$ cat src/rtl/mask_video_gen.sv
`default_nettype none
// +------------------------------------------------------------------------+
// | mask_video_gen: raster timing + synthetic binary-mask pixel source.    |
// | Optional LFSR salt-and-pepper noise with `define NOISE_INJECT_EN. Rev 1.0 |
// +------------------------------------------------------------------------+
module mask_video_gen #(
  parameter int H_ACTIVE = 64,
  parameter int H_FP     = 4,
  parameter int H_SYNC   = 8,
  parameter int H_BP     = 7,
  parameter int V_ACTIVE = 64,
  parameter int V_FP     = 2,
  parameter int V_SYNC   = 2,
  parameter int V_BP     = 2,
  parameter int BLK_LOG2 = 3
) (
  input  logic        clk,
  input  logic        rst_n,
  input  logic        enable,
  input  logic [1:0]  pattern_sel,
  input  logic [7:0]  noise_thr,
  output logic        de_out,
  output logic        h_sync_out,
  output logic        v_sync_out,
  output logic [23:0] pixel_out,
  output logic        frame_start,
  output logic [15:0] frame_cnt
);

  localparam int H_TOTAL = H_ACTIVE + H_FP + H_SYNC + H_BP;
  localparam int V_TOTAL = V_ACTIVE + V_FP + V_SYNC + V_BP;
  localparam int HW      = $clog2(H_TOTAL);
  localparam int VW      = $clog2(V_TOTAL);

  localparam logic [HW-1:0] H_LAST    = HW'(H_TOTAL - 1);
  localparam logic [HW-1:0] H_ACT_END = HW'(H_ACTIVE);
  localparam logic [HW-1:0] HS_BEGIN  = HW'(H_ACTIVE + H_FP);
  localparam logic [HW-1:0] HS_END    = HW'(H_ACTIVE + H_FP + H_SYNC);
  localparam logic [HW-1:0] H_RECT_LO = HW'(H_ACTIVE / 4);
  localparam logic [HW-1:0] H_RECT_HI = HW'((3 * H_ACTIVE) / 4);
  localparam logic [VW-1:0] V_LAST    = VW'(V_TOTAL - 1);
  localparam logic [VW-1:0] V_ACT_END = VW'(V_ACTIVE);
  localparam logic [VW-1:0] VS_BEGIN  = VW'(V_ACTIVE + V_FP);
  localparam logic [VW-1:0] VS_END    = VW'(V_ACTIVE + V_FP + V_SYNC);
  localparam logic [VW-1:0] V_RECT_LO = VW'(V_ACTIVE / 4);
  localparam logic [VW-1:0] V_RECT_HI = VW'((3 * V_ACTIVE) / 4);

  typedef enum logic [1:0] {
    S_IDLE  = 2'd0,
    S_RUN   = 2'd1,
    S_DRAIN = 2'd2
  } state_t;

  state_t        state_q, state_d;
  logic [HW-1:0] h_cnt_q, h_cnt_d;
  logic [VW-1:0] v_cnt_q, v_cnt_d;
  logic [15:0]   frame_cnt_q, frame_cnt_d;
  logic [1:0]    pat_q, pat_d;
  logic          de_q, de_d, hs_q, hs_d, vs_q, vs_d;
  logic          mask_q, mask_d, fs_q, fs_d;

  logic          h_last, v_last, frame_end, at_origin, running, active_px;
  logic [1:0]    pat_cur;
  logic          pat_mask;
  logic          noise_hit;

  // Position decode for the pixel the counters currently point at.
  always_comb begin
    h_last    = (h_cnt_q == H_LAST);
    v_last    = (v_cnt_q == V_LAST);
    frame_end = h_last && v_last;
    at_origin = (h_cnt_q == '0) && (v_cnt_q == '0);
    running   = (state_q != S_IDLE);
    active_px = (h_cnt_q < H_ACT_END) && (v_cnt_q < V_ACT_END);
    pat_cur   = at_origin ? pattern_sel : pat_q;
    pat_mask  = 1'b0;
    case (pat_cur)
      2'd0:    pat_mask = 1'b0;
      2'd1:    pat_mask = 1'b1;
      2'd2:    pat_mask = h_cnt_q[BLK_LOG2] ^ v_cnt_q[BLK_LOG2];
      default: pat_mask = (h_cnt_q >= H_RECT_LO) && (h_cnt_q < H_RECT_HI) &&
                          (v_cnt_q >= V_RECT_LO) && (v_cnt_q < V_RECT_HI);
    endcase
  end

`ifdef NOISE_INJECT_EN
  localparam logic [15:0] LFSR_SEED = 16'hACE1;

  logic [15:0] lfsr_q, lfsr_d, lfsr_cur;
  logic [7:0]  thr_q, thr_d, thr_cur;

  // Seed is forced at the origin so every frame carries the same noise field.
  always_comb begin
    lfsr_cur  = at_origin ? LFSR_SEED : lfsr_q;
    thr_cur   = at_origin ? noise_thr : thr_q;
    noise_hit = (lfsr_cur[7:0] < thr_cur);
    lfsr_d    = lfsr_q;
    thr_d     = thr_q;
    if (running) begin
      thr_d  = thr_cur;
      lfsr_d = active_px ? {lfsr_cur[0] ^ lfsr_cur[2] ^ lfsr_cur[3] ^ lfsr_cur[5],
                            lfsr_cur[15:1]}
                         : lfsr_cur;
    end
  end

  always_ff @(posedge clk or negedge rst_n) begin
    if (!rst_n) begin
      lfsr_q <= LFSR_SEED;
      thr_q  <= '0;
    end else begin
      lfsr_q <= lfsr_d;
      thr_q  <= thr_d;
    end
  end
`else
  logic unused_noise_thr;
  assign noise_hit        = 1'b0;
  assign unused_noise_thr = ^noise_thr;
`endif

  always_comb begin
    state_d     = state_q;
    h_cnt_d     = h_cnt_q;
    v_cnt_d     = v_cnt_q;
    frame_cnt_d = frame_cnt_q;
    pat_d       = pat_q;
    de_d        = 1'b0;
    hs_d        = 1'b0;
    vs_d        = 1'b0;
    mask_d      = 1'b0;
    fs_d        = 1'b0;

    case (state_q)
      S_IDLE:  if (enable) state_d = S_RUN;
      S_RUN:   if (!enable) state_d = frame_end ? S_IDLE : S_DRAIN;
      S_DRAIN: begin
        if (enable)         state_d = S_RUN;
        else if (frame_end) state_d = S_IDLE;
      end
      default: state_d = S_IDLE;
    endcase

    // IDLE keeps the counters parked at the origin so restart is immediate.
    if (running) begin
      h_cnt_d = h_last ? '0 : h_cnt_q + HW'(1);
      if (h_last) v_cnt_d = v_last ? '0 : v_cnt_q + VW'(1);
      if (frame_end) frame_cnt_d = frame_cnt_q + 16'd1;
      pat_d  = pat_cur;
      de_d   = active_px;
      hs_d   = (h_cnt_q >= HS_BEGIN) && (h_cnt_q < HS_END);
      vs_d   = (v_cnt_q >= VS_BEGIN) && (v_cnt_q < VS_END);
      mask_d = active_px && (pat_mask ^ noise_hit);
      fs_d   = at_origin;
    end
  end

  always_ff @(posedge clk or negedge rst_n) begin
    if (!rst_n) begin
      state_q     <= S_IDLE;
      h_cnt_q     <= '0;
      v_cnt_q     <= '0;
      frame_cnt_q <= '0;
      pat_q       <= '0;
      de_q        <= 1'b0;
      hs_q        <= 1'b0;
      vs_q        <= 1'b0;
      mask_q      <= 1'b0;
      fs_q        <= 1'b0;
    end else begin
      state_q     <= state_d;
      h_cnt_q     <= h_cnt_d;
      v_cnt_q     <= v_cnt_d;
      frame_cnt_q <= frame_cnt_d;
      pat_q       <= pat_d;
      de_q        <= de_d;
      hs_q        <= hs_d;
      vs_q        <= vs_d;
      mask_q      <= mask_d;
      fs_q        <= fs_d;
    end
  end

  assign de_out      = de_q;
  assign h_sync_out  = hs_q;
  assign v_sync_out  = vs_q;
  assign pixel_out   = {24{mask_q}};
  assign frame_start = fs_q;
  assign frame_cnt   = frame_cnt_q;

endmodule
`default_nettype wire

$ cat config.mk
export PLATFORM = sky130hd
export DESIGN_NAME = mask_video_gen
export DESIGN_NICKNAME = d
export VERILOG_FILES = /design/src/rtl/mask_video_gen.sv
export SDC_FILE = /design/constraint.sdc
export NUM_CORES = 1
export LEC_CHECK = 0
export ABC_AREA = 1
export CAP_MARGIN = 30
export CORE_UTILIZATION = 52
export CTS_BUF_LIST = sky130_fd_sc_hd__clkbuf_8
export CTS_CLUSTER_SIZE = 14
export DETAILED_ROUTE_END_ITERATION = 10
export PLACE_DENSITY_LB_ADDON = 0.05
export SETUP_SLACK_MARGIN = 0.1
export SYNTH_ARGS = -nofsm -noshare
export SYNTH_HDL_FRONTEND = slang
export SYNTH_SLANG_ARGS = --single-unit
$ cat constraint.sdc
create_clock -name clk -period 1.84 [get_ports clk]
set_input_delay 0.276 -clock clk [delete_from_list [all_inputs] [get_ports clk]]
set_output_delay 0.276 -clock clk [all_outputs]
set_load 0.01 [all_outputs]
* After elaboration in Yosys (flattened, before gate mapping)
Cells that the tools add are included.
Word-level totals: register bits 39
Cells by class: add/subtract/negate cells 3, order comparisons 10, eq/ne operators 9, multiplexer cells 15, bitwise gates (word level) 1, reductions and logical operators 17
Operators with widths (count):
- 7-bit < comparator, second input constant | 4
- 16-bit by 1-bit adder with 16-bit output, second input constant | 1
- 7-bit by 1-bit adder with 7-bit output, second input constant | 2
- 7-bit equality test, second input constant | 2
- 7-bit by 5-bit greater-or-equal comparator with 1-bit output, second input constant | 2
- 7-bit greater-or-equal comparator, second input constant | 2
- 7-bit zero test | 2
- 7-bit by 6-bit < comparator with 1-bit output, second input constant | 2
- 7-bit two-way mux | 2
- 2-bit two-way mux | 6
- 1-bit logical AND | 9
- 2-bit one-hot mux with 3 select lines | 1
- 1-bit two-way mux | 5
- 2-bit by 1-bit equality test with 1-bit output, second input constant | 2
- 2-bit equality test, second input constant | 2
- 2-bit zero test | 2
- 2-bit inequality test, second input constant | 2
- 2-bit AND reduction | 2
- 3-bit inequality test, second input constant | 1
- 1-bit one-hot mux with 3 select lines | 1
- 3-bit AND reduction | 1
- 2-bit nonzero test | 1
- 1-bit XOR | 1

* Logic depth before layout (Yosys ltp)
depth after elaboration 7, gate-level depth with buffers 10, gate-level depth less buffers 10

* Worst setup path after synthesis
OpenSTA, ideal clock, no wires.
path kind register to register, start reg frame_cnt_q[0], in the netlist frame_cnt[0], end reg frame_cnt_q[14], in the netlist frame_cnt[14], data arrival time 1.324 ns, required time 1.724 ns, slack 0.399 ns, cell stages (with the launch flop) 8, buffers on the path 0, path through dfrtp_1 -> ha_1 -> nand2_1 -> nor3_1 -> nand3_1 -> xor2_1 -> nand2_1 -> nand2_1
Between the ends: longest elaborated chain between the ends 1
Ends and longest elaborated chain:
- start: declaration | line 57 | logic [15:0] frame_cnt_q, frame_cnt_d;
- start signal: assignment | line 174 | frame_cnt_q <= frame_cnt_d;
- 16-bit by 1-bit adder with 16-bit output | line 148 | if (frame_end) frame_cnt_d = frame_cnt_q + 16'd1;
Every way passes these cells. A chain may end at the register's enable or synchronous reset.

* Worst setup path after layout
start reg mask_q, end out pixel_out[22]
RTL lines:
- start: declaration | line 60 | logic mask_q, mask_d, fs_q, fs_d;
- start signal: assignment | line 179 | mask_q <= mask_d;
- end: declaration | line 25 | output logic [23:0] pixel_out,
No word-level cell between the ends.

==> summary by stage <==
Drt
The mean number of vias per cell is roughly 5.1. The DRC violation count after routing is 5. The detail route stage leaves a number of antenna-violating nets equal to 0. The violation count after the first detailed-route iteration is around 140. The aggregate routed wire length is ~4700 um. The detailed-routing iteration count for the pre-antenna-repair pass is 7. For this block, the via count after detailed routing is between 1,500 and 2,000.

The average wire length per cell after detail routing is 12.0 um.

STA
The largest clock skew in the final design is 0.0103 ns. The aggregate negative setup slack is 0 ns. The final number of hold-violating endpoints is 0. Setup repair after global routing left no endpoint under its margin.

Subtracting the final worst setup slack from the clock period gives 1.66 ns. The total setup violations reported at the end of the flow is 0. The worst pin sits at a relative slew slack of 0.701. In the finished design, the share of the clock period the worst path needs comes to 0.901. Static timing analysis puts the maximum clock frequency at around 600 MHz. For the pin with the worst max-slew slack, the measured transition is 0.448 ns. The final number of max-transition violations is 0.

Yosys
In this run, synthesis inferred 0 flip-flops with an integrated enable. Of the synthesized area, sequential elements account for 0.392. Synthesis handed over a netlist of roughly 300 instances.

The main flop type after synthesis is dfrtp_1. The most instantiated library cell after synthesis is nand2_1. Synthesis inferred 39 register bits. After synthesis, the cell types taking the most area are dfrtp_1 39%, nand2_1 11%, buf_4 7.5%, inv_1 5.3%, nor2_1 4.1%. After synthesis, the netlist uses 30 different library cells. The post-synth net total is between 300 and 400.

The portion of synthesized cell area occupied by the leading cell type is 0.392. The Yosys step of the flow raised 0 warnings. Averaged over all synthesized cells, the footprint is ~8.1 um2.

The cell type with the largest total area after synthesis is dfrtp_1. After synthesis, the most frequently instantiated cells are 71 x nand2_1, 39 x dfrtp_1, 35 x inv_1. After synthesis the cells add up to 2490 um2. The fraction of synthesis flops using an asynchronous set or reset pin is 1.00.

Floorplanning
The floorplan step defined a die boundary enclosing 5070 um2. The initial utilization of the core area, before any placement, comes to 0.556. During I/O placement, the number of pins put on the boundary was between 50 and 60. Measured along the y axis, the die boundary spans ~71 um.

The core footprint is ~4500 um2. The chip width is a little over 70 um. In this run the core area contains 24 standard-cell rows.

Clocking
The worst-skew pair later-pin latency is a little over 0.3 ns. The number of buffers inserted during clock tree synthesis is 5. No sink is reached through more buffers than the 2 on the longest clock path. The tree is rooted in a clkbuf_8. Clock-pin slew was measured on the worst setup and hold paths at 0.08 ns. TritonCTS built the clock tree.

The number of setup buffers added after CTS is 0. The number of H-tree levels is 2. The number of clock sinks is 39.

Power
The total power per unit cell area is around 940 nW/um2. For this design the static power due to leakage is roughly 1.4 nW. Across the VDD grid, the largest voltage drop is approximately 0.76 mV.

Worst setup path
The type of destination of the critical path is an output port. The worst register-to-register path has a depth of 7. The largest single stage delay on the critical path is roughly 0.56 ns. The top fanout value on the critical path is 24. The critical path data arrival time is 1.38 ns. The slowest stage of the critical path is the clkdlybuf4s50_1 cell. The worst path required time is 1.56 ns.

The signal on the critical path passes through buf_6 -> clkdlybuf4s50_1. STA classifies the critical path startpoint as a flip-flop. The path type of the worst setup path is reg2out.

Finish
The filler cells instantiated in the layout total 400. The fraction of layout instances using a drive strength above 1 is 0.111. The number of antenna diodes in the final layout is 0. In the final design database the tool counted 360 nets. The utilization after layout is 0.662.

The area added between synthesis and finish is 18.9%.

Placed design
The wire-length estimate of the detail-placed layout is around 3600 um. Buffers placed on the I/O ports in this run total 48. The routability-driven placement congestion ratio is a little under 0.9.

Global route
The first global-routing pass estimated roughly 8300 um of wire. The via count of the first global-routing pass is 1,859. The number of antenna violations at the first check in global routing came to 0. For this run, the total global-route usage over all layers was measured as 0.211. Entering global routing, the biggest net connects 25 pins. The total congestion overflow after global routing is 0.

Run
The count of maximum capacitance violations is 0.

Run status
The run finished, with violations left. The final reports fail on design-rule violations.

Min path
The path class of the tightest hold or removal check is in2async.
==> critical path, delay by kind of cell (launching register included) <==
family | cells | cell delay, ns
buf+inv | 2 | 0.74
flops | 1 | 0.34
==> cell families (layout without fill, tap and decap cells) <==
logic type | Yosys count | after routing | share of synthesized area
simple gates | 154 | 154 | 0.304
xor+xnor | 13 | 13 | 0.0457
fa+ha+maj | 7 | 7 | 0.0352
compound gates | 28 | 28 | 0.0663
buf+inv | 65 | 100 | 0.157
flops | 39 | 39 | 0.392
==> through the flow <==
stage               power [mW]  hold WS, ns  worst slack [ns]  area [um2]  cells
finish                    2.78        0.451             0.182        2960    393
detailed placement        2.14        0.249             0.197        2830    384
global placement          2.13        0.251             0.208        2830    384
floorplan                 1.87      -0.0196             0.399        2490    306
global route              2.96        0.491             0.107        2960    393
CTS                       2.78        0.476             0.124        2940    393
==> cell type report <==
cell class,count,area [um2],share of cell area
multi-input combinational,202,1130,0.383
tap,52,65.1,0.0220
clock inverter,1,3.75,0.00127
inverter,36,143,0.0482
sequential,39,976,0.330
clock buffer,7,96.3,0.0325
timing repair buffer,56,542,0.183
==> placed cells by master, fill, tap and decap left out, types with 2 or more instances in the layout <==
cell type / synthesis / layout
a21oi_1: 5 / 5
buf_4: 25 / 6
clkbuf_8: 0 / 7
clkdlybuf4s50_1: 0 / 47
dfrtp_1: 39 / 39
ha_1: 7 / 7
inv_1: 35 / 36
nand2_1: 71 / 71
nand3_1: 19 / 19
nand3_2: 2 / 2
nand4_1: 10 / 10
nand4_4: 1 / 2
nor2_1: 27 / 26
nor2_2: 3 / 4
nor2_4: 3 / 3
nor3_1: 11 / 11
o21ai_0: 15 / 15
o21ai_2: 6 / 6
xnor2_1: 3 / 3
xor2_1: 10 / 10
==> timing repair <==
action / in CTS / in global routing
hold endpoints to repair: 17 / 0
endpoints found under the setup margin: 0 / 28
hold buffers: 1 / 0
gates resized for setup: 0 / 4
==> sequential cells by signal, indices dropped and copies added, names as in the netlist, 2 cells and up <==
register and count:
pat_q 2, frame_cnt 16, v_cnt_q 7, state_q 2, h_cnt_q 7
==> power by group <==
part / internal, mW / switching, mW / total [mW] / leakage [nW]
Clock: 0.337 / 0.311 / 0.648 / 0.0557
Combinational: 0.536 / 0.520 / 1.06 / 0.804
Sequential: 0.969 / 0.107 / 1.08 / 0.521
Total: 1.84 / 0.938 / 2.78 / 1.38
==> metal layers <==
metal	vias to the layer above	wire length (um)	track usage
met5	-	0	0
met4	0	85	0.0867
met3	8	189	0.0556
met2	43	2260	0.338
met1	917	2200	0.271
li1	1031	-	-
==> final timing paths <==
kind	start	to	slack (ns)
worst max-delay path	mask_q	pixel_out[22]	0.18
worst min-delay path	rst_n	frame_cnt[6]	0.45
worst max register to register	frame_cnt[0]	frame_cnt[14]	0.25
worst min register to register	pat_q[1]	pat_q[1]	0.49
max in group asynchronous	rst_n	frame_cnt[9]	0.86
min in group clk	pat_q[1]	pat_q[1]	0.49
Note: power is estimated with default switching activity, not from simulation.
